### config.mk
export PLATFORM = sky130hd
export DESIGN_NAME = reg_slave_flat
export DESIGN_NICKNAME = d
export VERILOG_FILES = /design/src/rtl/reg_slave_pkg.sv /design/src/rtl/reg_slave_if.sv /design/src/rtl/sat_counter.sv /design/src/rtl/reg_slave.sv /design/src/flat_wrapper.sv
export SDC_FILE = /design/constraint.sdc
export NUM_CORES = 1
export LEC_CHECK = 0
export ABC_AREA = 1
export BUFFER_PORTS_ARGS = -buffer_cell sky130_fd_sc_hd__buf_4
export CAP_MARGIN = 20
export CORE_UTILIZATION = 45
export CTS_CLUSTER_SIZE = 28
export DETAILED_ROUTE_END_ITERATION = 6
export SLEW_MARGIN = 20
export SYNTH_ARGS = -nofsm -noshare
export SYNTH_HDL_FRONTEND = slang
export SYNTH_SLANG_ARGS = --single-unit
### constraint.sdc
create_clock -name clk -period 1.9 [get_ports clk]
set_input_delay 0.19 -clock clk [delete_from_list [all_inputs] [get_ports clk]]
set_output_delay 0.19 -clock clk [all_outputs]
set_load 0.02 [all_outputs]
### src/rtl/reg_slave_pkg.sv
// Shared constants for the reg_slave register block.
//   ADDR_*         fixed addresses of the control/status/ID registers
//   UNMAPPED_DATA  value returned when reading an unmapped address
//   LOCK_BIT       bit position of LOCK inside CTRL
package reg_slave_pkg;

  localparam logic [7:0]  ADDR_CTRL     = 8'hF0;
  localparam logic [7:0]  ADDR_WRCNT    = 8'hF1;
  localparam logic [7:0]  ADDR_ERRCNT   = 8'hF2;
  localparam logic [7:0]  ADDR_ID       = 8'hFF;
  localparam logic [15:0] UNMAPPED_DATA = 16'hDEAD;
  localparam int unsigned LOCK_BIT      = 0;

endpackage

### src/rtl/reg_slave_if.sv
// Register access bus: one access per clock, write=1 write cycle, write=0 read cycle.
//   clk       bus clock (carried for completeness; the slave also takes clk as a plain port)
//   write     1 = write, 0 = read
//   address   8-bit register address
//   data_in   16-bit write data
//   data_out  16-bit registered read data
interface reg_slave_if (
  input logic clk
);

  logic        write;
  logic [7:0]  address;
  logic [15:0] data_in;
  logic [15:0] data_out;

  modport master (
    input  clk,
    output write,
    output address,
    output data_in,
    input  data_out
  );

  modport slave (
    input  clk,
    input  write,
    input  address,
    input  data_in,
    output data_out
  );

endinterface

### src/rtl/sat_counter.sv
// 16-bit saturating up-counter with synchronous clear.
//   clk    clock
//   rst    synchronous active-high reset (count -> 0)
//   clr    clear to 0; wins over inc
//   inc    increment by one, sticking at 16'hFFFF
//   count  current count
module sat_counter (
  input  logic        clk,
  input  logic        rst,
  input  logic        clr,
  input  logic        inc,
  output logic [15:0] count
);

  logic [15:0] count_q, count_d;

  always_comb begin
    count_d = count_q;
    if (clr) begin
      count_d = '0;
    end else if (inc && (count_q != 16'hFFFF)) begin
      count_d = count_q + 16'd1;
    end
  end

  always_ff @(posedge clk) begin
    if (rst) begin
      count_q <= '0;
    end else begin
      count_q <= count_d;
    end
  end

  assign count = count_q;

endmodule

### src/rtl/reg_slave.sv
// Register slave: NUM_REGS general-purpose RW registers, a CTRL register with a
// write LOCK, saturating accepted/rejected write counters and a constant ID.
//   clk   clock, all state changes on posedge
//   rst   synchronous active-high reset
//   bus   reg_slave_if slave modport (write, address, data_in in; data_out out)
module reg_slave
  import reg_slave_pkg::*;
#(
  parameter int unsigned NUM_REGS = 16,
  parameter logic [15:0] ID_VALUE = 16'hC0DE
) (
  input logic          clk,
  input logic          rst,
  reg_slave_if.slave   bus
);

  localparam int unsigned IdxW = (NUM_REGS > 1) ? $clog2(NUM_REGS) : 1;

  logic [15:0]     gp_q [NUM_REGS];
  logic            lock_q;
  logic [15:0]     data_out_q;
  logic [15:0]     wrcnt, errcnt;

  logic [IdxW-1:0] gp_idx;
  logic            is_gp, is_ctrl, is_wrcnt, is_errcnt;
  logic            gp_we, ctrl_we, wr_accept, wr_reject;
  logic [15:0]     ctrl_rd, rdata;

  // Decode
  assign gp_idx    = bus.address[IdxW-1:0];
  assign is_gp     = 32'(bus.address) < NUM_REGS;
  assign is_ctrl   = bus.address == ADDR_CTRL;
  assign is_wrcnt  = bus.address == ADDR_WRCNT;
  assign is_errcnt = bus.address == ADDR_ERRCNT;

  assign gp_we   = bus.write && is_gp && !lock_q;
  assign ctrl_we = bus.write && is_ctrl;

  assign wr_accept = gp_we || ctrl_we;
  // Counter writes are neither accepted nor rejected; everything else that is
  // not a GP/CTRL write (ID, unmapped, locked GP) counts as rejected.
  assign wr_reject = bus.write &&
                     ((is_gp && lock_q) || !(is_gp || is_ctrl || is_wrcnt || is_errcnt));

  // State
  always_ff @(posedge clk) begin
    if (rst) begin
      for (int i = 0; i < int'(NUM_REGS); i++) begin
        gp_q[i] <= '0;
      end
      lock_q <= 1'b0;
    end else begin
      if (gp_we) begin
        gp_q[gp_idx] <= bus.data_in;
      end
      if (ctrl_we) begin
        lock_q <= bus.data_in[LOCK_BIT];
      end
    end
  end

  sat_counter u_wrcnt (
    .clk   (clk),
    .rst   (rst),
    .clr   (bus.write && is_wrcnt),
    .inc   (wr_accept),
    .count (wrcnt)
  );

  sat_counter u_errcnt (
    .clk   (clk),
    .rst   (rst),
    .clr   (bus.write && is_errcnt),
    .inc   (wr_reject),
    .count (errcnt)
  );

  // Read mux
  always_comb begin
    ctrl_rd           = '0;
    ctrl_rd[LOCK_BIT] = lock_q;
    rdata             = UNMAPPED_DATA;
    if (is_gp) begin
      rdata = gp_q[gp_idx];
    end else begin
      case (bus.address)
        ADDR_CTRL:   rdata = ctrl_rd;
        ADDR_WRCNT:  rdata = wrcnt;
        ADDR_ERRCNT: rdata = errcnt;
        ADDR_ID:     rdata = ID_VALUE;
        default:     rdata = UNMAPPED_DATA;
      endcase
    end
  end

  // data_out only loads on read cycles and holds through writes.
  always_ff @(posedge clk) begin
    if (rst) begin
      data_out_q <= '0;
    end else if (!bus.write) begin
      data_out_q <= rdata;
    end
  end

  assign bus.data_out = data_out_q;

endmodule

### src/flat_wrapper.sv
// flat-port wrapper written by rule: the top's interface ports become plain ports
module reg_slave_flat import reg_slave_pkg::*;
#(
  parameter int unsigned NUM_REGS = 16,
  parameter logic [15:0] ID_VALUE = 16'hC0DE
)
  (clk, rst, bus_write, bus_address, bus_data_in, bus_data_out);
  reg_slave_if bus_i (.clk(clk));
  input logic clk;
  input logic rst;
  input wire logic [$bits(bus_i.write)-1:0] bus_write;
  input wire logic [$bits(bus_i.address)-1:0] bus_address;
  input wire logic [$bits(bus_i.data_in)-1:0] bus_data_in;
  output wire logic [$bits(bus_i.data_out)-1:0] bus_data_out;
  assign bus_i.write = bus_write;
  assign bus_i.address = bus_address;
  assign bus_i.data_in = bus_data_in;
  assign bus_data_out = bus_i.data_out;
  reg_slave #(.NUM_REGS(NUM_REGS), .ID_VALUE(ID_VALUE)) u_core (.clk(clk), .rst(rst), .bus(bus_i));
endmodule
==> results.json <==
{
  "timing.final.ws_setup_ns": 0.0988,
  "hold_viol": 0,
  "ys_seq_area_share_pct": 59.3,
  "path_max_fanout": 8,
  "grt_pass1_wl_um": 65500,
  "critPathMaxStageDelay_ns": 0.38,
  "cts_tree": "done",
  "dr.pass1.iters": 6,
  "cap_violations": 0,
  "dpl.hpwl_um": 28800,
  "final_cells": 2256,
  "drc": 0,
  "fillCellCount": 2943,
  "avgSynthCellArea_sq_um": 8.40,
  "crit_path_start_kind": "flip-flop",
  "cts_buffer_depth": 3,
  "initial_core_util_pct": 46.1,
  "grt_pass1_vias": 11100,
  "dp_cells": 2196,
  "io_buffers": 42,
  "vias": 11900,
  "place_area_sq_um": 16100,
  "p_sw_uw": 3510,
  "cts_max_level": 2,
  "rrSetupSlack_ns": 0.1,
  "dieArea_sq_um": 33200,
  "fmax_mhz": 555,
  "synth_edf_count": 256,
  "crit_chain": "ha_2, nand2_1, nor2_1, nand2_1, nor2_1, nand4_2, nand2_2, nand2_1, a21oi_1",
  "worst_pin_slew_ns": 0.554,
  "worst_ep_arrival_time_ns": 2.23,
  "vias_per_cell": 5.29,
  "hold_path_end": "u_core.lock_q$_SDFFE_PP0P_",
  "first_iter_violations": 1256,
  "grt_setup_unrepaired": "yes",
  "rows": 65,
  "cts_buffers": 34,
  "grt_antenna_before_repair": 0,
  "crit_slowest_cell": "dfxtp_1",
  "die_h_um": 182,
  "post_synth_main_area_contributors": "edfxtp_1 (53%), nand2_1 (19%), nor2_1 (7.9%), dfxtp_1 (6.7%), nand3_1 (3.0%)",
  "yosys.area.top_type": "edfxtp_1",
  "worst_slew_margin_rel_pct": 63.1,
  "critPathTopFamily": "simple AND/OR/NAND/NOR gates",
  "grt-ovfl-total": 0,
  "final.min_clock_period_ns": 1.80,
  "place.gp.congestion": 0.919,
  "intPower_uw": 11200,
  "area_delta_synth_final_pct": 17.2,
  "pwr-share-clk_pct": 40.2,
  "hold-worst-slack_ns": 0.0516,
  "synthCells": 1740,
  "wire_per_inst_um": 19.1,
  "netlist_area_sq_um": 14600,
  "r2r_start": "u_core.u_errcnt.count[1]$_SDFFE_PP0P_",
  "min_path_cells": 3,
  "fin_crit_sh_pct": 94.8,
  "synth_top_area_share_pct": 52.6,
  "clkTransAtPathRegs_ns": 0.05,
  "p_leak_uw": 0.00736,
  "yosys_register_bits": 305,
  "status": "complete, no violations",
  "async_flop_share_pct": 0,
  "seqPwrFrac_pct": 51.2,
  "synthDistinctLibCells": 36,
  "pre_cts_ws_ns": 0.0628,
  "synth_nets": 1769,
  "clk-insertion-delay-late_ns": 0.52,
  "setup_viol": 0,
  "cp.required_ns": 2.33,
  "drive_gt1_share_pct": 12.0,
  "die-width_um": 182,
  "skew_ns": 0.0160,
  "hp-start": "bus_data_in[0]",
  "core_sq_um": 31700,
  "nNetsFinal": 1860,
  "diodes": 0,
  "root_buffer": "clkbuf_16",
  "reg2reg_to": "u_core.u_errcnt.count[3]$_SDFFE_PP0P_",
  "crit_type": "reg -> reg",
  "cts_sinks": 305,
  "post-cts-setup-buffer-count": 0,
  "yosys_warnings": 0,
  "final_area_sq_um": 17100,
  "slew_viol_final": 0,
  "end_kind": "flip-flop",
  "drt_wl_total_um": 43100,
  "cts_hold_buf": 0,
  "combPwrFrac_pct": 8.6,
  "p_sw_share_pct": 23.9,
  "crit_top_cell": "nand2_1",
  "grt.total_usage_pct": 26.4,
  "grt_start_max_net_pins": 54,
  "ir_worst_vdd_mv": 0.487,
  "hp-class": "in -> reg",
  "io-pin-count": 43,
  "synth_ff_type": "edfxtp_1",
  "crit_buf_inv": 0,
  "reg2regPathDepth": 9,
  "final_antenna_net_count": 0,
  "power-per-cell-area_nw_per_um2": 857
}
worst reg2reg max path: cells and delay by family, from the launching register on:
family                   cells  cell delay (ns)
flip-flops                   1             0.38
AO/OA/AOI/OAI                1             0.14
adder cells (fa/ha/maj)      1             0.24
AND/OR/NAND/NOR              7             0.97
synth_stat cells (2+ instances only):
master    number
dfxtp_1       49
a21oi_1       51
o22ai_1        2
edfxtp_1     256
o21bai_1       5
clkbuf_1      61
ha_1           2
o211ai_1       2
buf_1         11
nand2_4        2
nand4_1        9
buf_2         20
nor2_1       306
nor2_4         2
nor2_2         6
inv_1         55
buf_4          2
inv_2          2
xnor2_1        5
nand3_1       87
nand2_2        3
buf_6          2
nand2_1      727
nor3_1        11
xor2_1        13
o21ai_0       39
worst max path at each step:
stage                                                     start                                     end  slack [ns]  depth (start not counted)
after CTS                 u_core.u_errcnt.count[1]$_SDFFE_PP0P_   u_core.u_errcnt.count[3]$_SDFFE_PP0P_        0.14                          9
after global placement                           bus_address[4]        u_core.gp_q[6][10]$_SDFFCE_PN0P_        0.05                         10
after global routing      u_core.u_errcnt.count[0]$_SDFFE_PP0P_  u_core.u_errcnt.count[14]$_SDFFE_PP0P_       -0.03                          9
after detailed placement                         bus_address[4]         u_core.gp_q[9][3]$_SDFFCE_PN0P_        0.06                         10
final                     u_core.u_errcnt.count[1]$_SDFFE_PP0P_   u_core.u_errcnt.count[3]$_SDFFE_PP0P_         0.1                          9
after floorplan                                       bus_write         u_core.gp_q[5][0]$_SDFFCE_PN0P_       -0.12                          8
through the flow:
| stage | setup TNS [ns] | util (%) | total power, uW |
|---|---|---|---|
| floorplan | -15.43 | - | 8280 |
| global placement | 0 | 50.9 | 8890 |
| detailed placement | 0 | 50.9 | 8900 |
| CTS | 0 | 54.0 | 14800 |
| global route | -0.128 | 54.0 | 15100 |
| finish | 0 | 54.0 | 14700 |
timing repair:
action,4_1_cts,5_1_grt
resized for setup,0,1
endpoints found under the setup margin,0,14
hold endpoints to repair,0,0
flip-flops by register name, summed over array words and instances, names as in the netlist:
name                   flops
u_core.gp_q              256
u_core.u_errcnt.count     16
u_core.bus.data_out       16
u_core.u_wrcnt.count      16
u_core.lock_q              1
placed cells by master, fill, tap and decap left out, drive strengths merged, types with 13 or more instances in the layout:
cell type / n
nand2: 733
nor2: 315
edfxtp: 256
buf: 150
nand3: 87
inv: 58
a21oi: 51
dfxtp: 49
clkbuf: 46
o21ai: 41
clkinv: 14
xor2: 13
power groups by stage:
stage          registers (uW)  logic [uW]  clock network (uW)
2_1_floorplan            7650         623                   0
3_3_place_gp             7650        1240                   0
3_5_place_dp             7650        1250                   0
4_1_cts                  7510        1250                6000
5_1_grt                  7530        1360                6240
6_report                 7510        1260                5900
cell families (layout without fill, tap and decap cells):
| family | Yosys count | in the layout | synth area share, % |
|---|---|---|---|
| and+or+nand+nor | 1159 | 1160 | 31.4 |
| DFF | 305 | 305 | 59.3 |
| buffers and inverters | 155 | 268 | 4.32 |
| AOI/OAI and AO/OA | 101 | 101 | 3.70 |
| xor gates and xnor gates | 18 | 18 | 1.08 |
| adders and majority gates | 2 | 2 | 0.171 |
cell type report:
type	count	area [sq um]	area share, %
flip-flops and latches	305	8670	50.6
multi-input cells	1281	5340	31.2
repair buffers	150	1410	8.26
clock buffers	46	906	5.29
well taps	402	503	2.94
inverters	59	224	1.31
clock inverters	13	67.6	0.395
routing by layer:
layer | global-route usage, % | routed length [um] | up-vias
met5 | 0 | 0 | -
met4 | 10.3 | 1530 | 0
met3 | 4.73 | 3360 | 79
met2 | 40.3 | 19000 | 456
met1 | 37.3 | 19300 | 5616
li1 | - | - | 5789
No activity file was read; power rests on OpenSTA's default activity.
